$ cat src/rtl/sram_arbiter.sv
// Two-client arbiter for the single off-chip SRAM port: pixel-fetch reads vs. result writebacks.
// Optional per-client completion counters are enabled with `define SRAM_ARB_PERF_EN.
module sram_arbiter #(
  parameter int ADDR_W        = 16,
  parameter int DATA_W        = 24,
  parameter int ACCESS_CYCLES = 2
) (
  input  logic              clk,
  input  logic              n_rst,
  input  logic              rd_req,
  input  logic [ADDR_W-1:0] rd_addr,
  output logic [DATA_W-1:0] rd_data,
  output logic              rd_done,
  input  logic              wr_req,
  input  logic [ADDR_W-1:0] wr_addr,
  input  logic [DATA_W-1:0] wr_data,
  output logic              wr_done,
  output logic              busy,
`ifdef SRAM_ARB_PERF_EN
  output logic [15:0]       rd_count,
  output logic [15:0]       wr_count,
`endif
  output logic [ADDR_W-1:0] address,
  output logic [DATA_W-1:0] w_data,
  input  logic [DATA_W-1:0] r_data,
  output logic              read_enable,
  output logic              write_enable
);

  typedef enum logic [1:0] {IDLE, TURN, RD_ACC, WR_ACC} state_t;

  localparam logic [3:0] CNT_LOAD = 4'(ACCESS_CYCLES - 1);

  state_t     state;
  logic [3:0] cnt;
  logic       last_grant_wr;
  logic       last_op_wr;
  logic       op_wr;

  logic rd_valid, wr_valid, grant_rd, grant_wr;

  // A client whose done is high this cycle is finishing, not asking again.
  assign rd_valid = rd_req && !rd_done;
  assign wr_valid = wr_req && !wr_done;
  assign grant_rd = rd_valid && (!wr_valid || last_grant_wr);
  assign grant_wr = wr_valid && !grant_rd;

  // NOTE: all state and outputs update with non-blocking assignments so every
  // read in this block sees the pre-edge value, regardless of statement order.
  always_ff @(posedge clk or negedge n_rst) begin
    if (!n_rst) begin
      state         <= IDLE;
      cnt           <= '0;
      last_grant_wr <= 1'b1;
      last_op_wr    <= 1'b0;
      op_wr         <= 1'b0;
      rd_data       <= '0;
      rd_done       <= 1'b0;
      wr_done       <= 1'b0;
      busy          <= 1'b0;
      address       <= '0;
      w_data        <= '0;
      read_enable   <= 1'b0;
      write_enable  <= 1'b0;
    end else begin
      rd_done <= 1'b0;
      wr_done <= 1'b0;
      case (state)
        IDLE: begin
          if (grant_rd || grant_wr) begin
            op_wr         <= grant_wr;
            last_grant_wr <= grant_wr;
            address       <= grant_wr ? wr_addr : rd_addr;
            if (grant_wr) w_data <= wr_data;
            cnt  <= CNT_LOAD;
            busy <= 1'b1;
            // A direction change costs one dead cycle on the bus.
            if (grant_wr != last_op_wr) begin
              state <= TURN;
            end else if (grant_wr) begin
              state        <= WR_ACC;
              write_enable <= 1'b1;
            end else begin
              state       <= RD_ACC;
              read_enable <= 1'b1;
            end
          end
        end
        TURN: begin
          cnt <= CNT_LOAD;
          if (op_wr) begin
            state        <= WR_ACC;
            write_enable <= 1'b1;
          end else begin
            state       <= RD_ACC;
            read_enable <= 1'b1;
          end
        end
        RD_ACC: begin
          if (cnt == 4'd0) begin
            rd_data     <= r_data;
            rd_done     <= 1'b1;
            read_enable <= 1'b0;
            last_op_wr  <= 1'b0;
            busy        <= 1'b0;
            state       <= IDLE;
          end else begin
            cnt <= cnt - 4'd1;
          end
        end
        WR_ACC: begin
          if (cnt == 4'd0) begin
            wr_done      <= 1'b1;
            write_enable <= 1'b0;
            last_op_wr   <= 1'b1;
            busy         <= 1'b0;
            state        <= IDLE;
          end else begin
            cnt <= cnt - 4'd1;
          end
        end
        default: state <= IDLE;
      endcase
    end
  end

`ifdef SRAM_ARB_PERF_EN
  // Saturating completion counters, bumped on the cycle each done pulse is seen.
  always_ff @(posedge clk or negedge n_rst) begin
    if (!n_rst) begin
      rd_count <= '0;
      wr_count <= '0;
    end else begin
      if (rd_done && rd_count != 16'hFFFF) rd_count <= rd_count + 16'd1;
      if (wr_done && wr_count != 16'hFFFF) wr_count <= wr_count + 16'd1;
    end
  end
`else
  // Counters absent in this build.
`endif

endmodule
$ cat config.mk
export PLATFORM = sky130hd
export DESIGN_NAME = sram_arbiter
export DESIGN_NICKNAME = d
export VERILOG_FILES = /design/src/rtl/sram_arbiter.sv
export SDC_FILE = /design/constraint.sdc
export NUM_CORES = 1
export LEC_CHECK = 0
export ABC_AREA = 1
export BUFFER_PORTS_ARGS = -buffer_cell sky130_fd_sc_hd__buf_2
export CORE_MARGIN = 3
export CORE_UTILIZATION = 46
export DETAILED_ROUTE_END_ITERATION = 12
export GPL_ROUTABILITY_DRIVEN = 0
export PLACE_DENSITY = 0.88
export SETUP_SLACK_MARGIN = 0.15
export SKIP_CTS_REPAIR_TIMING = 1
export SLEW_MARGIN = 20
export SYNTH_ARGS = -nofsm -noshare
export SYNTH_HDL_FRONTEND = slang
export SYNTH_SLANG_ARGS = --single-unit
$ cat constraint.sdc
create_clock -name clk -period 1.8 [get_ports clk]
set_input_delay 0.27 -clock clk [delete_from_list [all_inputs] [get_ports clk]]
set_output_delay 0.27 -clock clk [all_outputs]
set_load 0.05 [all_outputs]
Yosys cells after proc, flatten, opt, wreduce, memory -nomap -nowiden:

Index checks and enable logic that the tools add are counted.

* bits in registers: 78
* bits in latches: 0
* memory bits (writable): 0
* bits in read-only memories: 0
* bits of input ports: 84
* word-level logic and storage cells: 82
* memories: 0

* $add $sub $neg: 1
* $mul: 0
* divide/modulo/power cells: 0
* order comparisons: 0
* equal/unequal tests: 14
* shifts and indexed selects: 0
* multiplexer cells: 28
* bitwise gates (word level): 0
* reductions and logical operators: 26

Operator list (count)
* $ne 2x2->1 const B: 9
* $mux 1: 16
* $mux 16: 1
* $pmux 4 s3: 1
* $reduce_and 6->1: 2
* $reduce_and 3->1: 3
* $mux 4: 2
* $reduce_and 2->1: 4
* $mux 2: 3
* $pmux 1 s3: 2
* $pmux 2 s3: 1
* $reduce_bool 3->1: 2
* $eq 2x2->1 const B: 2
* $logic_and 1x1->1: 4
* $logic_not 1->1: 4
* $logic_not 4->1: 1
* $pmux 1 s2: 2
* $reduce_bool 2->1: 2
* $sub 4x1->4 const B: 1
* $eq 2x1->1 const B: 1
* $logic_not 2->1: 1
* $logic_or 1x1->1: 2
* $ne 2x1->1 const B: 1
* $reduce_or 2->1: 1
* $ne 1x1->1: 1

Logic depth before layout (Yosys ltp):

Gate-level depths: netlist of the first run.

* depth in word-level cells: 11
* depth in mapped cells: 10

Worst setup path after synthesis of the first run:

OpenSTA, ideal clock, no wires.

* path type: flip-flop to flip-flop
* start: register wr_done
* end: register op_wr
* data arrival time: 1.502 ns
* required time: 1.674 ns
* slack: 0.172 ns
* stages on the path, launching flop included: 9
* path buffers: 1
* period minus slack after synthesis: 1.628 ns
* cell sequence: dfrtp_1 > inv_1 > nand2_1 > inv_1 > nand2_2 > inv_2 > nand2_1 > buf_2 > o21ai_1

* cells in the longest elaborated chain, start to end: 9

RTL lines
* start, declared: line 17 `output logic wr_done,`
* start signal, assigned: line 59 `wr_done <= 1'b0;`
* start signal, assigned: line 67 `wr_done <= 1'b0;`
* start signal, assigned: line 113 `wr_done <= 1'b1;`
* $logic_not 1->1 (*): line 44 `assign wr_valid = wr_req && !wr_done;`
* $logic_and 1x1->1 (*): line 44
* $logic_not 1->1: line 45 `assign grant_rd = rd_valid && (!wr_valid || last_grant_wr);`
* $logic_or 1x1->1: line 45
* $logic_and 1x1->1: line 45
* $logic_not 1->1: line 46 `assign grant_wr = wr_valid && !grant_rd;`
* $logic_and 1x1->1: line 46
* $logic_or 1x1->1: line 70 `if (grant_rd || grant_wr) begin`
* $reduce_and 2->1 (no source line)
* end signal, assigned: line 71 `op_wr <= grant_wr;`
* end, declared: line 38 `logic op_wr;`

Mark *: on every way between the ends. The rest lies on a longest branch, timed or not.
A chain may end at the register's enable or synchronous reset.

Final worst setup path of the first run:

* start: register cnt[0]
* end: register rd_data[7]

* cells in the longest elaborated chain, start to end: 2

RTL lines
* start, declared: line 35 `logic [3:0] cnt;`
* start signal, assigned: line 108 `cnt <= cnt - 4'd1;`
* start signal, assigned: line 119 `cnt <= cnt - 4'd1;`
* $logic_not 4->1: line 100 `if (cnt == 4'd0) begin`
* $reduce_and 2->1 (no source line)
* end signal, assigned: line 101 `rd_data <= r_data;`
* end, declared: line 12 `output logic [DATA_W-1:0] rd_data,`

No other way between the ends.

==> results.yml, run 1 <==
power:
  irDropWorstVdd_uv: 995
  power.density_mw_per_mm2: 2250
  power_leakage_nw: 2.52
yosys:
  ys_ff_latch: 78
  yosysSeqAreaShare: 0.595
  synth_ff_type: "dfrtp_1"
  synth.distinct_cells: 22
  synth_area_mm2: 0.00328
  synth_warnings: 0
  ys_top_cells_by_count: "167 x nand2_1, 77 x dfrtp_1, 36 x nand3_1"
  syn_nets: 469
  yosysMostFrequentCell: "nand2_1"
  synth_top_cell_area_share: 0.587
  synth.avg_cell_area_um2: 8.58
  synthArstFlopShare: 1.00
  syn_inst: 383
  synth_top_area_cell: "dfrtp_1"
  synth_area_leaders: "dfrtp_1 59%, nand2_1 19%, nand3_1 5.5%, o21ai_1 5.0%, nor2_1 2.2%"
  synth_edf_count: 0
global_routing:
  gr-total-overflow: 0
  antenna_found_initial: 0
  grt_first_pass_wirelength_um: 13900
  grt_usage: 0.207
  grt_max_degree: 34
  grt_pass1_vias: 3026
setup_path:
  rr_endpoint: "rd_data[7]"
  reg2reg_depth: 7
  cp_slowest_cell: "dfrtp_1"
  critPathCaptureType: "flop"
  start_kind: "flop"
  cp_data_required_time_ns: 2.07
  worstSetupPathType: "reg -> reg"
  crit_arrival_ns: 1.77
  path_max_fanout: 26
  crit_path_cell_trace: "inv_1 -> ha_1 -> nand3_2 -> nor2_4 -> buf_4 -> nand2_1 -> nand2_1"
  cp_common_cell: "nand2_1"
  path_buf_inv: 2
  reg2reg_slack_ns: 0.30
  r2r_start: "cnt[0]"
  critPathTopFamily: "simple AND/OR/NAND/NOR gates"
  max_stage_delay_ns: 0.36
placed_design:
  dpl_cell_area_mm2: 0.00417
  port-buffer-count: 152
  post-place-cells: 623
  hpwl_um: 6290
  dp_slack_ns: 0.215
detailed_routing:
  routed_wl_um: 8430
  drc_errors: 0
  wl_per_cell_um: 13.1
  drtIter0Drc: 180
  num_vias: 3148
  via_per_inst: 4.88
  postRouteAntennaNets: 0
  first_pass_iters: 4
sta:
  skew_ns: 0.0182
  setup_viol: 0
  rsz0062_at_grt: "no"
  slew_headroom: 0.711
  fin_crit_ns: 1.50
  setup_tns_ns: 0
  setup_ws_ns: 0.297
  slew_violations: 0
  worstMarginPinSlew_ns: 0.434
  timing.fmax_ghz: 0.665
  period_share: 0.835
  hold_viol_final: 0
floorplan:
  start_util: 0.478
  io_pins: 153
  die_area_mm2: 0.00819
  dieHeight_um: 90.5
  core_area_mm2: 0.00687
  rows: 30
  chipWidth_um: 90.5
clocking:
  cts_tree: "done"
  cts_inserted_buffers: 9
  clkTransAtPathRegs_ns: 0.08
  insertion_delay_ns: 0.34
  max-clock-path-buffers: 2
  cts.sinks: 78
  h-tree-depth: 3
  root_buffer: "clkbuf_8"
finish:
  antenna_cells: 0
  finalCoreUtilization: 0.640
  nets: 630
  fin_area_mm2: 0.00440
  final_cells: 645
  drive_gt1_frac: 0.346
  syn2layout_area_growth_pct: 33.9
hold_path:
  whs_endpoint: "rd_data[14]"
  min_path_type: "in -> reg"
  hp-start: "r_data[14]"
  hold_path_depth: 3
job:
  maxCapViolCount: 0
outcome:
  status: "completed"
## sequential cells by signal, indices dropped and copies added, names as in the netlist
signal and flops:
wr_done 1, rd_data 24, address 16, last_op_wr 1
op_wr 1, read_enable 1, write_enable 1, w_data 24
rd_done 1, busy 1, cnt 4, last_grant_wr 1
state 2
## through the flow
step | hold slack, ns | power, mW
finish | 0.124 | 9.88
global route | 0.115 | 10.5
CTS | -0.142 | 9.83
detailed placement | 0.232 | 8.70
global placement | 0.227 | 8.52
floorplan | -0.0256 | 7.29
## kinds of logic after synthesis
kind of cell / synth area share
simple gates: 0.283
flops: 0.595
compound gates: 0.0671
buf+inv: 0.0453
fa+ha+maj: 0.00762
xor+xnor: 0.00267
## how the worst max path moves through the flow
stage | from | endpoint | slack [ns] | cells past startpoint
2_1_floorplan | wr_done | op_wr | 0.17 | 8
3_3_place_gp | cnt[0] | write_enable | 0.25 | 9
3_5_place_dp | cnt[0] | write_enable | 0.22 | 9
4_1_cts | wr_done | w_data[6] | 0.22 | 9
5_1_grt | cnt[0] | write_enable | 0.17 | 9
6_report | cnt[0] | rd_data[7] | 0.30 | 7
## final cells by class
class | count | area, µm²
Clock buffer | 10 | 128
Multi-Input combinational cell | 271 | 1190
Clock inverter | 6 | 36.3
Timing Repair Buffer | 166 | 900
Tap cell | 96 | 120
Inverter | 18 | 70.1
Fill cell | 600 | 2470
Sequential cell | 78 | 1950
## cells in the final DEF, fill, tap and decap left out
| cell | n |
|---|---|
| nand3_2 | 1 |
| clkbuf_8 | 9 |
| nand2_1 | 166 |
| inv_6 | 1 |
| inv_4 | 1 |
| dfrtp_1 | 77 |
| o22ai_1 | 1 |
| nand2_2 | 2 |
| buf_2 | 151 |
| nand3_1 | 35 |
| a21oi_1 | 2 |
| clkinvlp_4 | 1 |
| clkbuf_1 | 1 |
| nand4_1 | 2 |
| clkinv_2 | 4 |
| buf_12 | 2 |
| nor2_4 | 1 |
| xor2_1 | 1 |
| inv_2 | 2 |
| ha_1 | 2 |
| o21ai_1 | 33 |
| nor2_1 | 19 |
| buf_4 | 11 |
| inv_1 | 15 |
| dlygate4sd3_1 | 1 |
| nor2_8 | 1 |
| buf_6 | 1 |
| dfstp_2 | 1 |
| o21ai_0 | 4 |
| a21boi_4 | 1 |
## where the power goes
part | internal [mW] | total, mW | switching, mW
logic | 1.37 | 5.68 | 4.32
clock network | 0.496 | 1.11 | 0.617
registers | 2.60 | 3.08 | 0.480
## worst reg2reg max path: cells and delay by family (launching register included)
| family | cells | cell delay (ns) |
|---|---|---|
| simple gates | 4 | 0.46 |
| buf+inv | 2 | 0.42 |
| flops | 1 | 0.36 |
| fa+ha+maj | 1 | 0.21 |
## per-layer routing
metal,track usage,vias up,part of all wire,wire length [µm]
li1,-,1534,-,-
met1,0.250,1484,0.39,3330
met2,0.363,121,0.52,4400
met3,0.0608,9,0.075,629
met4,0.0497,0,0.0090,76
met5,0,-,0,0
No activity file was read; power rests on OpenSTA's default activity.
==> inputs of run 2 (changes only) <==
==> constraint.sdc (replaced) <==
create_clock -name clk -period 1.4 [get_ports clk]
set_input_delay 0.21 -clock clk [delete_from_list [all_inputs] [get_ports clk]]
set_output_delay 0.21 -clock clk [all_outputs]
set_load 0.05 [all_outputs]
==> run 2 against run 1 <==
- setup slack worse by 0.26 ns
- sequential share of layout area fell by 4.3 points
- critical endpoint unchanged
- non-clock buffer count increased by 14
- combinational power rose by 49%
- final area is 11% higher
- highest routed layer unchanged
- clock-buffer cell count rose by 1
- utilization rose by 7.1 points
- routed wire length up 14%
- die area is the same
- sequential cell count stayed put
==> results.yml, run 2 (synthesis gave the netlist of run 1 again) <==
outcome:
  status: "completed"
finish:
  syn2layout_area_growth_pct: 48.7
  layout_commonest_cell: "nand2_1"
  final_cell_mix: "155 x nand2_1, 151 x buf_2, 73 x dfrtp_1"
  antenna_cells: 0
  top_regs: "rd_data x24, w_data x24, address x16"
  nets: 646
  drive_gt1_frac: 0.423
  fillCellCount: 476
  fin_area_mm2: 0.00488
setup_path:
  max_stage_delay_ns: 0.38
  worstSetupPathType: "reg -> reg"
  start_kind: "flop"
  critPathTopFamily: "buffers and inverters"
  crit_arrival_ns: 1.65
  cp_common_cell: "nand2_1"
  path_max_fanout: 6
  critPathCaptureType: "flop"
  crit_path_cell_trace: "inv_2 -> ha_4 -> nand3_4 -> nor2_4 -> buf_12 -> clkbuf_16 -> nand2_1 -> nand2_1"
  path_buf_inv: 3
  cp_data_required_time_ns: 1.69
  cp_slowest_cell: "dfrtp_1"
power:
  irDropWorstVdd_uv: 1710
  p_seq_frac: 0.283
  clkPwrFrac: 0.119
  total_power_mw: 14.1
  power_leakage_nw: 2.68
  switching_power_mw: 7.50
  cell_internal_pwr_mw: 6.61
  power_frac_comb: 0.598
  power.density_mw_per_mm2: 2890
  p_sw_frac: 0.531
sta:
  fin_crit_ns: 1.37
  setup_viol: 0
  rsz0062_at_grt: "yes"
  slew_headroom: 0.746
  hold_viol_final: 0
  period_share: 0.977
  skew_ns: 0.00977
  worstMarginPinSlew_ns: 0.380
  setup_tns_ns: 0
  timing.fmax_ghz: 0.731
  slew_violations: 0
detailed_routing:
  first_pass_iters: 4
  wl_per_cell_um: 14.6
  via_per_inst: 5.08
  drtIter0Drc: 274
  drc_errors: 0
  num_vias: 3360
  routed_wl_um: 9650
  postRouteAntennaNets: 0
clocking:
  clkTransAtPathRegs_ns: 0.08
  root_buffer: "clkbuf_8"
  max-clock-path-buffers: 2
  cts.sinks: 78
  h-tree-depth: 3
  cts_tree: "done"
  insertion_delay_ns: 0.35
  cts_inserted_buffers: 9
floorplan:
  chipWidth_um: 90.5
  core_area_mm2: 0.00687
  die_area_mm2: 0.00819
  start_util: 0.478
  io_pins: 153
  rows: 30
  dieHeight_um: 90.5
hold_path:
  min_path_type: "in -> reg"
placed_design:
  hpwl_um: 6260
  dpl_cell_area_mm2: 0.00429
  port-buffer-count: 152
global_routing:
  antenna_found_initial: 0
  grt_usage: 0.206
  grt_max_degree: 32
  gr-total-overflow: 0
  grt_first_pass_wirelength_um: 13900
  grt_pass1_vias: 3155
job:
  maxCapViolCount: 0
run 2: path summary, 6_finish.rpt:
path                            startpoint          to  slack (ns)  cells past startpoint
worst min-delay path             r_data[5]  rd_data[5]        0.06                      3
worst max register to register      cnt[1]  rd_data[7]        0.03                      8
worst max-delay path                cnt[1]  rd_data[7]        0.03                      8
worst min register to register   w_data[7]   w_data[7]        0.47                      2
max in group asynchronous            n_rst    state[1]        0.56                      3
min in group asynchronous            n_rst  last_op_wr        0.34                      2
run 2: layout make-up:
type	count	area [µm²]	area share
clock buffer	11	131	0.0269
clock inverter	5	60.1	0.0123
inverter	18	92.6	0.0190
multi-input combinational	272	1340	0.274
sequential	78	1960	0.401
tap	96	120	0.0246
timing repair buffer	180	1180	0.242
timing repair inverter	1	6.26	0.00128
run 2: power by group through the flow:
stage          Sequential, mW  Combinational (mW)  Clock (mW)
4_1_cts                  3.97                7.46        1.69
3_3_place_gp             3.97                7.25           0
2_1_floorplan            7.22                2.36           0
6_report                 3.99                8.44        1.67
3_5_place_dp             3.99                7.47           0
5_1_grt                  4.11                8.99        1.80
run 2: worst reg2reg max path, stage by stage (launching register included):
cell and delay, ns:
dfrtp_1 0.38, inv_2 0.10, ha_4 0.15, nand3_4 0.10, nor2_4 0.14, buf_12 0.16
clkbuf_16 0.15, nand2_1 0.06, nand2_1 0.06
run 2: through the flow:
| stage | utilization | setup slack (ns) | hold slack [ns] | instances |
|---|---|---|---|---|
| finish | 0.711 | 0.0329 | 0.0625 | 661 |
| global route | 0.711 | -0.00693 | 0.0646 | 661 |
| CTS | 0.652 | -0.0292 | -0.218 | 644 |
| detailed placement | 0.624 | -0.0215 | 0.153 | 628 |
| global placement | 0.624 | 0.0521 | 0.148 | 628 |
| floorplan | - | 0.0136 | -0.0856 | 383 |
run 2: routing by layer:
metal / share of wire / global-route usage / wire [µm] / vias up
li1: - / - / - / 1573
met4: 0.020 / 0.0587 / 190 / 0
met1: 0.40 / 0.245 / 3820 / 1578
met3: 0.075 / 0.0617 / 720 / 18
met5: 0 / 0 / 0 / -
met2: 0.51 / 0.359 / 4920 / 191
==> inputs of run 3 (changes only) <==
--- a/config.mk
+++ b/config.mk
@@ -5,13 +5,12 @@
 export SDC_FILE = /design/constraint.sdc
 export NUM_CORES = 1
 export LEC_CHECK = 0
-export ABC_AREA = 1
 export BUFFER_PORTS_ARGS = -buffer_cell sky130_fd_sc_hd__buf_2
 export CORE_MARGIN = 3
-export CORE_UTILIZATION = 46
+export CORE_UTILIZATION = 47
 export DETAILED_ROUTE_END_ITERATION = 12
 export GPL_ROUTABILITY_DRIVEN = 0
-export PLACE_DENSITY = 0.88
+export PLACE_DENSITY = 0.89
 export SETUP_SLACK_MARGIN = 0.15
 export SKIP_CTS_REPAIR_TIMING = 1
 export SLEW_MARGIN = 20
==> run 3 against run 2 <==
- the flow now finishes with violations (negative setup slack)
- clock power increased by 11%
- sequential share of layout area is 3.3 points lower
- routed wire length is 2.6% higher
- critical endpoint unchanged
- largest power group unchanged
==> results.yml, run 3 <==
outcome:
  status: "finished with violations"
  violations: "negative setup slack"
power:
  power_leakage_nw: 2.66
  total_power_mw: 15.0
  power.density_mw_per_mm2: 2830
  irDropWorstVdd_uv: 1780
setup_path:
  critPathTopFamily: "simple AND/OR/NAND/NOR gates"
  cp.depth: 7
  critPathCaptureType: "flop"
  path_buf_inv: 2
  cp_slowest_cell: "dfrtp_1"
  start_kind: "flop"
  crit_arrival_ns: 2.05
  crit_path_cell_trace: "inv_2 -> ha_4 -> nor3b_4 -> nand2_2 -> nor2_4 -> buf_12 -> mux2_2"
  cp_data_required_time_ns: 1.63
  max_stage_delay_ns: 0.40
  path_max_fanout: 12
  reg2reg_depth: 7
  worstSetupPathType: "reg -> reg"
finish:
  nets: 540
  top_regs: "rd_data x24, w_data x24, address x16"
  finalCoreUtilization: 0.773
  fin_area_mm2: 0.00531
  layout_commonest_cell: "buf_2"
  final_cell_mix: "144 x buf_2, 75 x dfrtp_1, 38 x mux2_4"
  final_cells: 555
  syn2layout_area_growth_pct: 58.2
  antenna_cells: 0
  drive_gt1_frac: 0.686
sta:
  slew_headroom: 0.708
  skew_ns: 0.0108
  hold_viol_final: 0
  hold-worst-slack_ns: 0.0801
  timing.fmax_ghz: 0.550
  fin_crit_ns: 1.82
  period_share: 1.30
  slew_violations: 0
  rsz0062_at_grt: "yes"
  setup_tns_ns: -13.93
  worstMarginPinSlew_ns: 0.438
  setup_viol: 75
  setup_ws_ns: -0.419
yosys:
  synth_edf_count: 0
  synthAdderAreaFrac: 0.00745
  synth_area_leaders: "dfrtp_1 57%, mux2_2 10%, mux2_4 8.0%, nand2_1 4.0%, a31oi_1 3.4%"
  ys_top_cells_by_count: "77 x dfrtp_1, 36 x nand2_1, 30 x mux2_2"
  synth_warnings: 0
  synthArstFlopShare: 1.00
  ys_ff_latch: 78
  synth-simple-area-share: 0.0954
  synth-compound-area-share: 0.0805
  synth_area_mm2: 0.00336
  synth_top_area_cell: "dfrtp_1"
  yosys.area_share.xor_xnor: 0
  synth.avg_cell_area_um2: 13.1
  synth_top_family_by_area: "multiplexers"
  synth_ff_type: "dfrtp_1"
  synthMuxAreaShare: 0.187
  synth.distinct_cells: 35
  syn_nets: 342
  yosysSeqAreaShare: 0.582
  yosysMostFrequentCell: "dfrtp_1"
  syn_inst: 256
  synth_top_cell_area_share: 0.574
placed_design:
  dp_slack_ns: -0.351
  port-buffer-count: 152
  dpl_cell_area_mm2: 0.00439
  post-place-cells: 515
  hpwl_um: 6010
floorplan:
  die_area_mm2: 0.00820
  io_pins: 153
  start_util: 0.489
  core_area_mm2: 0.00687
  rows: 30
  chipWidth_um: 90.5
  dieHeight_um: 90.5
clocking:
  cts_tree: "done"
  h-tree-depth: 3
  insertion_delay_ns: 0.35
  clkTransAtPathRegs_ns: 0.08
  cts.sinks: 78
  max-clock-path-buffers: 2
  root_buffer: "clkbuf_8"
  cts_inserted_buffers: 9
global_routing:
  grt_first_pass_wirelength_um: 13100
  grt_pass1_vias: 2861
  grt_max_degree: 36
  antenna_found_initial: 0
  grt_usage: 0.198
  gr-total-overflow: 0
detailed_routing:
  wl_per_cell_um: 17.8
  drc_errors: 0
  first_pass_iters: 4
  routed_wl_um: 9900
  via_per_inst: 5.17
  num_vias: 2871
  drtIter0Drc: 95
  postRouteAntennaNets: 0
hold_path:
  hold_path_depth: 2
  min_path_type: "in -> reg"
job:
  maxCapViolCount: 0
==> run 3: cell count changes after synthesis, moves of 3 or more <==
cell      previous run  this run
nand2_1            167        36
a31oi_1              0        18
buf_6                0         7
mux2_2               0        30
o21ai_1             33         0
buf_4                3         0
nand3_1             36         2
mux2_4               0        18
a21o_1               0         3
buf_2                8         4
inv_1               15         6
inv_2                3         0
clkbuf_1             4         0
==> run 3: kinds of logic (layout without fill, tap and decap cells) <==
group	count (synthesis)	count (layout)
compound gates	39	39
fa+ha+maj	2	2
buf+inv	19	219
flops	78	78
mux	50	50
simple gates	68	71
==> run 3: report_power, final <==
part / switching (mW) / internal (mW)
logic: 5.76 / 3.31
clock network: 0.846 / 1.01
registers: 0.698 / 3.38
==> run 3: worst paths after layout <==
| check | start | slack (ns) | to |
|---|---|---|---|
| max | cnt[1] | -0.42 | rd_data[7] |
| min | wr_data[12] | 0.08 | w_data[12] |
| max reg2reg | cnt[1] | -0.42 | rd_data[7] |
| min reg2reg | rd_data[19] | 0.51 | rd_data[19] |
| max in group asynchronous | n_rst | 0.51 | address[8] |
| min in group asynchronous | n_rst | 0.35 | op_wr |
==> run 3: cell type report <==
| type | instances | area (µm²) |
|---|---|---|
| well taps | 96 | 120 |
| flip-flops and latches | 78 | 1960 |
| inverters | 6 | 22.5 |
| clock inverters | 7 | 97.6 |
| multi-input cells | 162 | 1640 |
| repair buffers | 197 | 1350 |
| fillers | 423 | 1560 |
| clock buffers | 9 | 124 |
==> run 3: layer usage <==
metal | wire (µm) | share of wire | up-vias | track usage
met4 | 206 | 0.021 | 0 | 0.0727
met3 | 691 | 0.070 | 21 | 0.0542
met1 | 3610 | 0.37 | 1403 | 0.233
met2 | 5380 | 0.54 | 151 | 0.344
met5 | 0 | 0 | - | 0
li1 | - | - | 1296 | -
